File: config.mk
export PLATFORM = sky130hd
export DESIGN_NAME = pipe_stage_skid
export DESIGN_NICKNAME = d
export VERILOG_FILES = /design/src/rtl/pipe_stage_skid_pkg.sv /design/src/rtl/pipe_stage_skid_sat_counter.sv /design/src/rtl/pipe_stage_skid.sv
export SDC_FILE = /design/constraint.sdc
export NUM_CORES = 1
export LEC_CHECK = 0
export ABC_AREA = 1
export BUFFER_PORTS_ARGS = -buffer_cell sky130_fd_sc_hd__buf_4
export CORE_MARGIN = 4
export CORE_UTILIZATION = 40
export DETAILED_ROUTE_END_ITERATION = 10
export GPL_ROUTABILITY_DRIVEN = 0
export PLACE_DENSITY_LB_ADDON = 0.05
export SLEW_MARGIN = 20
export SYNTH_ARGS = -nofsm -noshare
export SYNTH_HDL_FRONTEND = slang
export SYNTH_SLANG_ARGS = --single-unit
File: constraint.sdc
create_clock -name i_clk -period 1.4 [get_ports i_clk]
set_input_delay 0.28 -clock i_clk [delete_from_list [all_inputs] [get_ports i_clk]]
set_output_delay 0.28 -clock i_clk [all_outputs]
set_load 0.01 [all_outputs]
File: src/rtl/pipe_stage_skid_pkg.sv
// Shared pipeline package: inter-stage register state encoding
// and default payload/counter widths.
package pipe_stage_skid_pkg;

  localparam int PIPE_DATA_W = 96;
  localparam int PIPE_CNT_W  = 16;

  typedef enum logic [1:0] {
    ST_EMPTY = 2'd0,
    ST_FULL  = 2'd1,
    ST_SKID  = 2'd2
  } skid_state_e;

endpackage

File: src/rtl/pipe_stage_skid_sat_counter.sv
// Saturating up-counter used to count stall cycles.
// Holds at all-ones instead of wrapping.
module sat_counter #(
  parameter int CNT_W = 16
) (
  input  logic             i_clk,
  input  logic             reset,
  input  logic             increment,
  output logic [CNT_W-1:0] count
);

  localparam logic [CNT_W-1:0] ONE = {{(CNT_W-1){1'b0}}, 1'b1};

  // count up until saturated; synchronous clear
  always_ff @(posedge i_clk) begin
    if (reset)
      count <= '0;
    else if (increment && (count != '1))
      count <= count + ONE;
  end

endmodule

File: src/rtl/pipe_stage_skid.sv
// Inter-stage pipeline register with optional two-entry skid
// buffer, flush-to-NOP and a saturating stall counter.
module pipe_stage_skid
  import pipe_stage_skid_pkg::*;
#(
  parameter int                DATA_W    = PIPE_DATA_W,
  parameter int                SKID_EN   = 1,
  parameter logic [DATA_W-1:0] NOP_VALUE = '0,
  parameter int                CNT_W     = PIPE_CNT_W
) (
  input  logic              i_clk,
  input  logic              i_reset,
  input  logic              i_valid,
  output logic              o_ready,
  input  logic [DATA_W-1:0] i_data,
  input  logic              i_flush,
  output logic              o_valid,
  input  logic              i_ready,
  output logic [DATA_W-1:0] o_data,
  output logic [1:0]        o_count,
  output logic [CNT_W-1:0]  o_stall_cnt
);

  localparam bit SKID = (SKID_EN != 0);

  skid_state_e       state_q;
  skid_state_e       state_d;
  logic [DATA_W-1:0] main_q;
  logic [DATA_W-1:0] skid_q;
  logic              accept;
  logic              deliver;
  logic              main_ld;
  logic              main_from_skid;
  logic              skid_ld;

  assign o_valid = (state_q != ST_EMPTY);
  assign o_data  = main_q;
  assign o_count = state_q;
  assign accept  = i_valid & o_ready;
  assign deliver = o_valid & i_ready;

  generate
    if (SKID) begin : g_skid
      assign o_ready = (state_q != ST_SKID);
    end else begin : g_single
      assign o_ready = i_ready | ~o_valid;
    end
  endgenerate

  // next-state and register load decisions
  always_comb begin
    state_d        = state_q;
    main_ld        = 1'b0;
    main_from_skid = 1'b0;
    skid_ld        = 1'b0;
    unique case (state_q)
      ST_EMPTY: begin
        if (accept) begin
          main_ld = 1'b1;
          state_d = ST_FULL;
        end
      end
      ST_FULL: begin
        if (accept && deliver) begin
          main_ld = 1'b1;
        end else if (deliver) begin
          state_d = ST_EMPTY;
        end else if (accept && SKID) begin
          skid_ld = 1'b1;
          state_d = ST_SKID;
        end
      end
      ST_SKID: begin
        if (deliver) begin
          main_ld        = 1'b1;
          main_from_skid = 1'b1;
          state_d        = ST_FULL;
        end
      end
      default: state_d = ST_EMPTY;
    endcase
  end

  // state register; reset beats flush
  always_ff @(posedge i_clk) begin
    if (i_reset)
      state_q <= ST_EMPTY;
    else if (i_flush)
      state_q <= ST_EMPTY;
    else
      state_q <= state_d;
  end

  // payload registers; flush squashes any same-cycle accept
  always_ff @(posedge i_clk) begin
    if (i_reset || i_flush) begin
      main_q <= NOP_VALUE;
      skid_q <= NOP_VALUE;
    end else begin
      if (main_ld)
        main_q <= main_from_skid ? skid_q : i_data;
      if (skid_ld)
        skid_q <= i_data;
    end
  end

  sat_counter #(
    .CNT_W(CNT_W)
  ) u_stall_cnt (
    .i_clk    (i_clk),
    .reset    (i_reset),
    .increment(o_valid & ~i_ready),
    .count    (o_stall_cnt)
  );

endmodule
==> flow_summary.ini <==
[status]
status = finished, violations left
violations = negative setup slack

[critical_path]
cp.depth = 10
rr_worst_depth = 10
start_kind = flop
reg2reg_slack_ns = -0.21
cp_top_family = buffers and inverters
r2r-end = o_data[71]
crit_top_cell = buf_12
crit_slowest_cell = dfxtp_4
critPathKind = flop to flop
path_buf_inv = 6
crit_path_end_kind = flop
worstPathRequired_ns = 1.86
rr_startpoint = o_count[1]
critPathMaxStageDelay_ns = 0.36
crit_chain = inv_4 > nor2_4 > buf_6 > o21ai_4 > buf_12 > buf_12 > inv_12 > buf_12 > nand2_2 > a21oi_2
cp_max_fo = 8
arrival_ns = 2.07

[global_route]
antenna_found_initial = 0
grtUsageTotal_pct = 24.9
gr-total-overflow = 0
grt_max_degree = 49
grt_pass1_vias = 9138
grt_pass1_wl_um = 49400

[sta]
drv_slew = 0
setup_violations = 180
fin_crit_ns = 1.61
max_freq_ghz = 0.619
worstMarginPinSlew_ns = 0.387
relSlewSlack_pct = 74.2
rsz0062_at_grt = true
tns_ns = -17.98
holdWs_ns = 0.00601
clock_skew_ns = 0.00637
layout_setup_ws_ns = -0.215
final_hold_viol_count = 0
period_share_pct = 115

[placement]
placed_area_um2 = 11200
dp_slack_ns = -0.314
hpwlAfterDp_um = 17000
portBuffers = 216
dp_cells = 1755

[synth]
ys_types = 25
yosysSeqAreaShare_pct = 47.7
synth_cells = 1280
synth_commonest_cells = nand2_1, dfxtp_1, nor2_1
synth_ff_type = dfxtp_1
async_flop_share_pct = 0
syn_area_um2 = 8820
synth.area.top_cells = dfxtp_1, nand2_1, a21oi_1
synth_largest_area_cell = dfxtp_1
ys_ff_latch = 210
yosysWarnings = 0
yosysMostFrequentCell = nand2_1
synth.top_cell.area_share_pct = 47.7
synth_edf_count = 0
synth_area_per_cell_um2 = 6.89
syn_nets = 1382

[finish]
stdcell_area_um2 = 16400
regArea_um2 = 4240
area_delta_synth_final_pct = 86.2
layoutNonFillerInstCount = 1908
layout-drive-gt1-share_pct = 53.4
nets = 1713
multiInputGateArea_um2 = 6230
nFillCells = 1575
insertedDiodeCount = 0

[die]
pin_count = 217
core-area_um2 = 21800
rows = 54
die_y_um = 156
die_x_um = 156
start_util_pct = 40.5
die_area_um2 = 24500

[power_and_ir_drop]
power.share.switching_pct = 26.6
power_density_nw_per_um2 = 916
p_comb_share_pct = 17.0
ir_drop_v = 0.000822
p_leak_nw = 7.12
p_clk_share_pct = 41.8
pwr-share-seq_pct = 41.2
p_sw_mw = 3.99
internal_power_mw = 11.0

[clocking]
clock-sinks = 210
numCtsBuffers = 24
htreeDepth = 1
ctsRootBufferMaster = clkbuf_16
worstSkewPairLatency_ns = 0.52
cts_tree = built
path_clk_slew_ns = 0.06
max-clock-path-buffers = 3

[routing]
routedWlPerCell_um = 18.9
drc = 0
ant_nets = 0
dr_total_vias = 10000
via_per_inst = 5.26
wirelength_um = 36200
dr.pass1.iters = 5
drt_iter0_drc = 578

[job]
drv_cap = 0

[worst_hold_path]
holdPathStages = 3
hp-class = input pin to flop
hold_end = skid_q[48]
worstHoldStart = i_data[48]
## cell families after synthesis
kind of cell,share of synthesized area (%)
simple gates,28.7
compound gates,16.0
flops,47.7
buf+inv,6.88
xor+xnor,0.596
fa+ha+maj,0.142
## cell usage in the layout, fill, tap and decap left out, types with 5 or more instances in the layout
| master | n |
|---|---|
| a21oi_1 | 33 |
| a21oi_2 | 109 |
| buf_12 | 41 |
| buf_16 | 22 |
| buf_4 | 241 |
| buf_6 | 44 |
| buf_8 | 5 |
| clkbuf_1 | 9 |
| clkbuf_16 | 45 |
| clkbuf_8 | 7 |
| dfxtp_1 | 192 |
| dfxtp_2 | 13 |
| dfxtp_4 | 5 |
| dlygate4sd3_1 | 17 |
| inv_1 | 45 |
| nand2_1 | 261 |
| nand2_2 | 51 |
| nand2_4 | 93 |
| nand3_1 | 67 |
| nand4_1 | 5 |
| nor2_1 | 78 |
| nor2_2 | 25 |
| nor2_4 | 52 |
| o21ai_0 | 14 |
| o21ai_1 | 31 |
| o21ai_2 | 76 |
| o21ai_4 | 12 |
## layer usage
metal | GRT usage [%] | part of all wire [%]
met5 | 0 | 0
met4 | 6.32 | 2.6
met2 | 40.9 | 50
met3 | 5.20 | 6.6
met1 | 33.5 | 41
## stage by stage
stage	util [%]	total power, mW
after floorplan	-	6.95
after global placement	51.5	7.65
after detailed placement	51.5	7.66
after CTS	64.1	14.3
after global routing	75.4	15.5
final	75.4	15.0
## worst max path at each step
stage / from / to
5_1_grt: o_count[1] / o_data[71]
3_5_place_dp: u_stall_cnt.count[0] / u_stall_cnt.count[13]
2_1_floorplan: o_count[1] / o_data[31]
3_3_place_gp: u_stall_cnt.count[0] / u_stall_cnt.count[13]
4_1_cts: o_count[1] / o_ready
6_report: o_count[1] / o_data[71]
## worst register-to-register path, stage by stage (launching register included)
cell	delay, ns
dfxtp_4	0.36
inv_4	0.05
nor2_4	0.14
buf_6	0.16
o21ai_4	0.08
buf_12	0.16
buf_12	0.13
inv_12	0.08
buf_12	0.17
nand2_2	0.07
a21oi_2	0.15
## sequential cells by signal, summed over array words and instances (netlist names)
| signal | flops |
|---|---|
| o_data | 96 |
| o_count | 2 |
| skid_q | 96 |
| u_stall_cnt.count | 16 |
## power groups by stage
| stage | logic, mW | registers, mW | clock network [mW] |
|---|---|---|---|
| 2_1_floorplan | 0.621 | 6.33 | 0 |
| 6_report | 2.55 | 6.19 | 6.29 |
| 5_1_grt | 2.70 | 6.20 | 6.64 |
| 3_5_place_dp | 1.36 | 6.29 | 0 |
| 3_3_place_gp | 1.36 | 6.29 | 0 |
| 4_1_cts | 1.82 | 6.17 | 6.35 |
## layout make-up
class / instances / share of cell area (%)
multi-input combinational: 928 / 37.9
timing repair buffer: 392 / 27.6
sequential: 210 / 25.8
clock buffer: 40 / 4.45
tap: 280 / 2.13
inverter: 53 / 1.49
clock inverter: 3 / 0.313
timing repair inverter: 2 / 0.221
## repair_timing
item / in CTS / in global routing
hold buffers: 16 / 1
setup buffers: 36 / 25
endpoints found under the hold margin: 16 / 1
gates resized for setup: 267 / 558
pin swaps: 21 / 143
endpoints found under the setup margin: 137 / 220
cloned: 30 / 27
Note: power is estimated with default switching activity, not from simulation.
